$ cat src/rtl/alu_mux_pkg.sv
// Shared constants for the ALU operand selector family.
package alu_mux_pkg;

  localparam int DEF_WIDTH = 32;

  // Level of the err flag when the select points past the last channel.
  localparam logic SEL_ERR = 1'b1;

endpackage

$ cat src/rtl/alu_mux_sel.sv
// Combinational N-input operand select with out-of-range flag.
// Out-of-range selects return zero data so downstream never sees stale channels.
module alu_mux_sel
  import alu_mux_pkg::*;
#(
  parameter int WIDTH    = DEF_WIDTH,
  parameter int NUM_IN   = 2,
  localparam int SEL_W   = $clog2(NUM_IN)
) (
  input  logic [NUM_IN*WIDTH-1:0] i_data,
  input  logic [SEL_W-1:0]        i_sel,
  output logic [WIDTH-1:0]        o_data,
  output logic                    o_err
);

  localparam logic [SEL_W:0] NUM_IN_W = (SEL_W + 1)'(NUM_IN);

  logic [WIDTH-1:0] w_chan [NUM_IN];

  genvar gi;
  generate
    for (gi = 0; gi < NUM_IN; gi++) begin : g_chan
      assign w_chan[gi] = i_data[gi*WIDTH +: WIDTH];
    end
  endgenerate

  // Constant-false when NUM_IN is a power of two.
  assign o_err = ({1'b0, i_sel} >= NUM_IN_W) ? SEL_ERR : ~SEL_ERR;

  always_comb begin
    o_data = '0;
    for (int k = 0; k < NUM_IN; k++) begin
      if (i_sel == SEL_W'(k)) o_data = w_chan[k];
    end
  end

endmodule

$ cat src/rtl/alu_mux_pipe.sv
// Registered operand selector with valid/ready handshake and a one-entry skid buffer.
// in_ready comes straight from state, so there is no combinational path from out_ready.
module alu_mux_pipe
  import alu_mux_pkg::*;
#(
  parameter int WIDTH    = DEF_WIDTH,
  parameter int NUM_IN   = 2,
  localparam int SEL_W   = $clog2(NUM_IN)
) (
  input  logic                    clk,
  input  logic                    rst_n,
  input  logic                    in_valid,
  output logic                    in_ready,
  input  logic [NUM_IN*WIDTH-1:0] in_data,
  input  logic [SEL_W-1:0]        in_sel,
  output logic                    out_valid,
  input  logic                    out_ready,
  output logic [WIDTH-1:0]        out_data,
  output logic [SEL_W-1:0]        out_sel,
  output logic                    out_err
);

  typedef struct packed {
    logic [WIDTH-1:0] data;
    logic [SEL_W-1:0] sel;
    logic             err;
  } beat_t;

  typedef enum logic [1:0] {ST_EMPTY, ST_ONE, ST_FULL} state_t;

  state_t           r_state, w_state_next;
  beat_t            r_or, r_sr, w_beat;
  logic [WIDTH-1:0] w_sel_data;
  logic             w_sel_err;
  logic             w_in_xfer, w_out_xfer;
  logic             w_or_load, w_or_from_sr, w_sr_load;

  alu_mux_sel #(
    .WIDTH  (WIDTH),
    .NUM_IN (NUM_IN)
  ) u_sel (
    .i_data (in_data),
    .i_sel  (in_sel),
    .o_data (w_sel_data),
    .o_err  (w_sel_err)
  );

  assign w_beat     = {w_sel_data, in_sel, w_sel_err};
  assign in_ready   = (r_state != ST_FULL);
  assign out_valid  = (r_state != ST_EMPTY);
  assign out_data   = r_or.data;
  assign out_sel    = r_or.sel;
  assign out_err    = r_or.err;
  assign w_in_xfer  = in_valid && in_ready;
  assign w_out_xfer = out_valid && out_ready;

  always_comb begin
    w_state_next = r_state;
    w_or_load    = 1'b0;
    w_or_from_sr = 1'b0;
    w_sr_load    = 1'b0;
    case (r_state)
      ST_EMPTY: begin
        if (w_in_xfer) begin
          w_or_load    = 1'b1;
          w_state_next = ST_ONE;
        end
      end
      ST_ONE: begin
        if (w_in_xfer && w_out_xfer) begin
          w_or_load = 1'b1;
        end else if (w_in_xfer) begin
          // Downstream stalled: park the new beat behind the output register.
          w_sr_load    = 1'b1;
          w_state_next = ST_FULL;
        end else if (w_out_xfer) begin
          w_state_next = ST_EMPTY;
        end
      end
      ST_FULL: begin
        if (w_out_xfer) begin
          w_or_from_sr = 1'b1;
          w_state_next = ST_ONE;
        end
      end
      default: w_state_next = ST_EMPTY;
    endcase
  end

  always_ff @(posedge clk) begin
    if (!rst_n) begin
      r_state <= ST_EMPTY;
      r_or    <= '0;
      r_sr    <= '0;
    end else begin
      r_state <= w_state_next;
      if (w_or_load)         r_or <= w_beat;
      else if (w_or_from_sr) r_or <= r_sr;
      if (w_sr_load)         r_sr <= w_beat;
      else if (w_or_from_sr) r_sr <= '0;
    end
  end

endmodule

$ cat config.mk
export PLATFORM = sky130hd
export DESIGN_NAME = alu_mux_pipe
export DESIGN_NICKNAME = d
export VERILOG_FILES = /design/src/rtl/alu_mux_pkg.sv /design/src/rtl/alu_mux_sel.sv /design/src/rtl/alu_mux_pipe.sv
export SDC_FILE = /design/constraint.sdc
export NUM_CORES = 1
export LEC_CHECK = 0
export BUFFER_PORTS_ARGS = -buffer_cell sky130_fd_sc_hd__buf_4
export CORE_AREA = 2 2 82 84
export CTS_BUF_LIST = sky130_fd_sc_hd__clkbuf_16
export DETAILED_ROUTE_END_ITERATION = 7
export DIE_AREA = 0 0 84 86
export PLACE_DENSITY = 0.79
export SYNTH_ARGS = -nofsm -noshare
export SYNTH_HDL_FRONTEND = slang
export SYNTH_SLANG_ARGS = --single-unit
$ cat constraint.sdc
create_clock -name clk -period 1.65 [get_ports clk]
set_input_delay 0 -clock clk [delete_from_list [all_inputs] [get_ports clk]]
set_output_delay 0 -clock clk [all_outputs]
set_load 0.01 [all_outputs]
==> out/metrics.yaml, run 1 <==
run_status:
  status: "finished with violations"
  violations: "negative hold slack"
clock_network:
  path_clk_slew_ps: 50
  clk_latency_ps: 320
  clockBufferDepth: 2
  cts_max_level: 3
  cts_tree: "yes"
  numCtsBuffers: 9
  cts-root-buf: "clkbuf_16"
  cts.sinks: 68
logic_synthesis:
  synth_edf_count: 0
  netlist_instances: 290
  yosysTopAreaCellShare_pct: 44.12
  syn_area_sq_um: 3085
  seq_area_frac_synth_pct: 44.12
  synth_cell_types: 30
  synth_top_flop_cell: "dfxtp_1"
  ys_seq_elements: 68
  syn_avg_cell_area_sq_um: 10.64
  async_reset_ff_share_pct: 0
  synth.net_count: 359
  synth_commonest_cells: "dfxtp_1 (68), mux2i_1 (48), a31oi_1 (24), a21boi_0 (21), o2bb2ai_1 (21)"
  synth_warnings: 0
  synth_top_cell_by_area: "dfxtp_1"
  synth_area_leaders: "dfxtp_1 (44%), mux2i_1 (16%), o2bb2ai_1 (6.0%), a21boi_0 (5.1%), a31oi_1 (4.9%)"
  synth_most_common_cell: "dfxtp_1"
layout:
  nets: 485
  antenna_cells: 0
  area_growth_pct: 43.43
  stdcell_count: 497
  drive_above_1_share_pct: 33.57
detailed_routing:
  drc_errors: 0
  avgViaCountPerCell: 5.598
  drt_first_pass_iters: 4
  routedWlPerCell_microns: 16.78
  vias: 2782
  drt_iter0_drc: 141
  finalWirelength_mm: 8.342
  drt.antenna.violating_nets: 0
floorplanning:
  core_area_sq_um: 6277
  die_w_microns: 84
  io_pins: 105
  die_area_sq_um: 7224
  start_util_pct: 49.15
  die_h_microns: 86
  rows: 29
placement:
  routabilityCongestion: 0.7417
  dp.cells: 451
  io_buffers: 103
  hpwl_mm: 5.293
sta:
  fin_tns_setup_ps: 0
  worst_clock_skew_ps: 4.314
  setup_viol: 0
  hold_viol_final: 1
  max_freq_mhz: 684.8
  grt_setup_unrepaired: "no"
  worst-slew-pin-transition_ps: 563.7
  finalMaxSlewViolations: 0
  slew_headroom_pct: 62.42
  finalCritPeriodShare_pct: 88.51
  timing.hold.ws_ps: -4.868
  finalCriticalPeriod_ps: 1460
setup_path:
  worst_setup_path_start_kind: "flip-flop"
  critPathKind: "reg -> reg"
  worstPathRequired_ps: 1850
  endpoint_kind: "flip-flop"
  crit_buf_inv: 1
  path_delay_family: "flip-flops"
  crit_chain: "and3b_2 -> buf_4 -> mux2i_1 -> a21boi_0"
  crit_path_max_incr_delay_ps: 450
  crit_arrival_ps: 1660
  cp_slowest_cell: "dfxtp_1"
  cp_max_fo: 12
pwr:
  powerDensity_nw_per_um2: 935.0
  ir_worst_vdd_mv: 0.7143
  leakagePower_uw: 0.001817
global_route:
  grt_overflow: 0
  grt_pass1_wl_mm: 13.92
  antenna_found_initial: 0
  grt_usage_pct: 24.04
  grt_pass1_vias: 2907
  grt_max_degree: 36
worst_hold_path:
  hold_class: "in -> reg"
run:
  maxCapViolations: 0
-- sequential cells by signal (all words and copies together) (netlist names) --
signal    cells
out_sel       1
r_sr         33
r_state       2
out_data     32
-- per-layer routing --
metal  global-route usage (%)  vias to the layer above  part of all wire [%]
met5                        0                        -                     0
met4                    10.41                        0                   1.8
met3                    4.331                       15                   5.4
met2                    41.96                       95                    51
met1                    29.15                     1321                    42
li1                         -                     1351                     -
-- cell usage in the layout, fill, tap and decap left out, drive strengths merged --
| cell | instances |
|---|---|
| a31oi | 24 |
| nor2b | 2 |
| or2 | 1 |
| a311oi | 9 |
| buf | 114 |
| and3b | 1 |
| dfxtp | 68 |
| a21boi | 24 |
| a32o | 9 |
| conb | 1 |
| a21oi | 2 |
| dlygate4sd3 | 31 |
| mux2i | 48 |
| nor2 | 1 |
| inv | 1 |
| clkbuf | 9 |
| nand2 | 21 |
| o2bb2ai | 24 |
| nand2b | 3 |
| mux2 | 8 |
| nand3b | 1 |
| a211oi | 1 |
| and4bb | 1 |
| clkinv | 6 |
| nor3 | 10 |
-- timing repair --
| item | 4_1_cts | 5_1_grt |
|---|---|---|
| endpoints found under the hold margin | 17 | 0 |
| hold buffers | 31 | 0 |
| resized for setup | 0 | 0 |
| buffers inserted | 0 | 0 |
-- worst register-to-register path, cell delays in order, from the launching register on --
cell and delay (ps):
dfxtp_1 450, and3b_2 300, buf_4 270, mux2i_1 220, a21boi_0 110
-- final timing paths --
| kind | to | slack, ps | startpoint | cells past startpoint |
|---|---|---|---|---|
| setup / recovery | out_data[18] | 190 | r_state[1] | 4 |
| hold / removal | r_sr[20] | -5 | in_data[50] | 3 |
| setup reg to reg | out_data[18] | 190 | r_state[1] | 4 |
| hold reg to reg | r_sr[15] | 460 | r_sr[15] | 1 |
-- cell type report --
class,count,area (sq um)
repair buffers,145,1179
flip-flops and latches,68,1361
inverters,1,3.754
well taps,77,96.34
clock inverters,6,23.77
clock buffers,9,225.2
multi-input cells,191,1536
fillers,483,1852
-- kinds of logic after synthesis --
| logic type | Yosys count | synth area share [%] |
|---|---|---|
| DFF | 68 | 44.12 |
| and+or+nand+nor | 41 | 6.894 |
| other | 1 | 0.1215 |
| AOI/OAI and AO/OA | 93 | 24.17 |
| buffers and inverters | 31 | 6.204 |
| muxes | 56 | 18.49 |
-- report_power, final --
part / switching, uW / total, uW / leakage [uW] / internal [uW]
registers: 55.9 / 1800 / 0.000557 / 1740
logic: 319 / 721 / 0.00113 / 402
clock network: 645 / 1620 / 0.000126 / 976
total: 1020 / 4140 / 0.00182 / 3120
-- per-stage QoR --
stage	power, uW	area (sq um)	utilization (%)	worst slack, ps
after floorplan	2161	3085	-	328.0
after global placement	2457	3866	61.59	260.3
after detailed placement	2473	3866	61.59	192.1
after CTS	4158	4425	70.50	179.1
after global routing	4303	4425	70.50	57.59
final	4138	4425	70.50	189.7
No activity file was read; power rests on OpenSTA's default activity.
==> run 2: changes to the inputs <==
Settings changed: ABC_AREA from default to 1, CORE_AREA 2 2 82 84 to 2 2 85 87, DIE_AREA 0 0 84 86 to 0 0 87 89, PLACE_DENSITY 0.79 to 0.81.
==> run 2 against run 1 <==
Net effect:
- the run now ends clean
- via count is 28% higher
- register-to-register slack got worse by 30 ps
- clock skew grew 2.6 ps
- combinational power increased by 2.9%
- power rose by 3.8%
- first-iteration DRC count increased by 7.1%
- critical path type unchanged
- critical endpoint is now r_sr[13]
==> out/metrics.yaml, run 2 <==
layout:
  largest_reg_flops: 33
  drive_above_1_share_pct: 22.08
  layout_commonest_cell: "nand2_1"
  area_growth_pct: 29.29
  fill_cells: 595
  antenna_cells: 0
  nets: 690
  top_register: "r_sr"
  stdcell_count: 705
  final_cell_mix: "nand2_1 (164), buf_4 (111), dfxtp_1 (68)"
clock_network:
  cts-root-buf: "clkbuf_16"
  cts_max_level: 3
  cts.sinks: 68
  cts_resized: 0
  path_clk_slew_ps: 50
  numCtsBuffers: 9
  clk_latency_ps: 320
  cts_tree: "yes"
  clockBufferDepth: 2
logic_synthesis:
  seq_area_frac_synth_pct: 39.01
  synth.net_count: 602
  synth_most_common_cell: "nand2_1"
  netlist_instances: 533
  syn_avg_cell_area_sq_um: 6.547
  synth_area_leaders: "dfxtp_1 (39%), nand2_1 (18%), a21oi_1 (7.9%), nand3_1 (6.7%), o21ai_0 (5.2%)"
  synth_cell_types: 21
  synth_warnings: 0
  syn_area_sq_um: 3490
  synth_commonest_cells: "nand2_1 (164), dfxtp_1 (68), a21oi_1 (55), nand3_1 (47), nor2_1 (47)"
  ys_seq_elements: 68
  async_reset_ff_share_pct: 0
  synth_edf_count: 0
  yosysTopAreaCellShare_pct: 39.01
  synth_top_cell_by_area: "dfxtp_1"
  synth_top_flop_cell: "dfxtp_1"
floorplanning:
  start_util_pct: 51.94
  rows: 30
  die_area_sq_um: 7743
  die_w_microns: 87
  die_h_microns: 89
  core_area_sq_um: 6719
  io_pins: 105
global_route:
  antenna_found_initial: 0
  grt_usage_pct: 23.30
  grt_max_degree: 48
  grt_pass1_wl_mm: 14.48
  grt_overflow: 0
  grt_pass1_vias: 3275
sta:
  hold_viol_final: 0
  finalMaxSlewViolations: 0
  fin_tns_setup_ps: 0
  worst_clock_skew_ps: 6.883
  finalCriticalPeriod_ps: 1489
  finalCritPeriodShare_pct: 90.25
  setup_viol: 0
  max_freq_mhz: 671.6
  grt_setup_unrepaired: "no"
setup_path:
  worst_setup_path_start_kind: "flip-flop"
  endpoint_kind: "flip-flop"
  cp_max_fo: 33
  crit_arrival_ps: 1730
  worstPathRequired_ps: 1890
  critPathKind: "reg -> reg"
detailed_routing:
  drt.antenna.violating_nets: 0
  drc_errors: 0
  drt_first_pass_iters: 4
  vias: 3555
  finalWirelength_mm: 8.824
  routedWlPerCell_microns: 12.52
  avgViaCountPerCell: 5.043
  drt_iter0_drc: 151
run_status:
  status: "finished clean"
placement:
  dp.cells: 689
  io_buffers: 103
  hpwl_mm: 5.971
  routabilityCongestion: 0.7769
pwr:
  leakagePower_uw: 0.002078
  powerDensity_nw_per_um2: 952.4
  ir_worst_vdd_mv: 0.5510
worst_hold_path:
  hold_class: "in -> reg"
run:
  maxCapViolations: 0
-- run 2: cell types whose count changed after synthesis, sizes merged, moves of 24 or more --
cell     previous run  this run
nand2              21       168
a21oi               2        55
nor2                1        50
mux2i              48         0
nand3               0        48
inv                 0        44
o21ai               0        42
a21boi             24         0
a31oi              24         0
o2bb2ai            24         0
-- run 2: where the power goes --
| group | switching (uW) | internal [uW] | leakage [uW] |
|---|---|---|---|
| Sequential | 51.9 | 1740 | 0.000557 |
| Combinational | 397 | 345 | 0.00138 |
| Clock | 632 | 1130 | 0.000140 |
| Total | 1080 | 3220 | 0.00208 |
-- run 2: timing repair --
| action | in CTS | in global routing |
|---|---|---|
| hold buffers | 1 | 0 |
| setup buffers | 0 | 0 |
| setup endpoints to repair | 0 | 0 |
| endpoints found under the hold margin | 1 | 0 |
-- run 2: metrics by stage --
| stage | hold WS (ps) | setup WS [ps] | area, sq um | util (%) | power (uW) |
|---|---|---|---|---|---|
| CTS | 44.55 | 151.8 | 4512 | 67.15 | 4317 |
| global route | 53.74 | 5.310 | 4512 | 67.15 | 4496 |
| floorplan | 141.8 | 488.5 | 3490 | - | 2246 |
| global placement | 316.3 | 259.4 | 4228 | 62.92 | 2538 |
| finish | 53.86 | 160.9 | 4512 | 67.15 | 4297 |
| detailed placement | 312.9 | 189.0 | 4228 | 62.92 | 2560 |
-- run 2: layout make-up --
type / instances / area, sq um / area share, %
Timing Repair Buffer: 114 / 883.3 / 19.58
Inverter: 44 / 165.2 / 3.661
Clock inverter: 6 / 48.80 / 1.082
Clock buffer: 9 / 225.2 / 4.992
Multi-Input combinational cell: 384 / 1728 / 38.30
Tap cell: 80 / 100.1 / 2.219
Sequential cell: 68 / 1361 / 30.17
-- run 2: final timing paths --
check | to | slack (ps) | cells past startpoint | start
max | r_sr[13] | 160 | 6 | r_state[0]
min | out_data[19] | 50 | 3 | rst_n
max reg2reg | r_sr[13] | 160 | 6 | r_state[0]
min reg2reg | out_data[13] | 480 | 2 | out_data[13]
-- run 2: routing by layer --
layer	GRT usage, %	routed length, microns
met1	29.20	3848
met2	41.01	4300
met3	3.878	611
met4	7.386	63
met5	0	0
-- run 2: logic make-up (layout without fill, tap and decap cells) --
group           after synthesis  in the layout  synth area share [%]
simple gates                286            286                 35.50
flops                        68             68                 39.01
other cells                   1              1                0.1075
compound gates               97             97                 13.91
buf+inv                      81            173                 11.47
-- run 2: worst max-delay path, stage by stage, from the launching register on --
cell and delay [ps]:
dfxtp_1 360, inv_2 100, nor2_4 140, nand2_4 210, buf_4 230, or2_0 230, a21oi_1 140
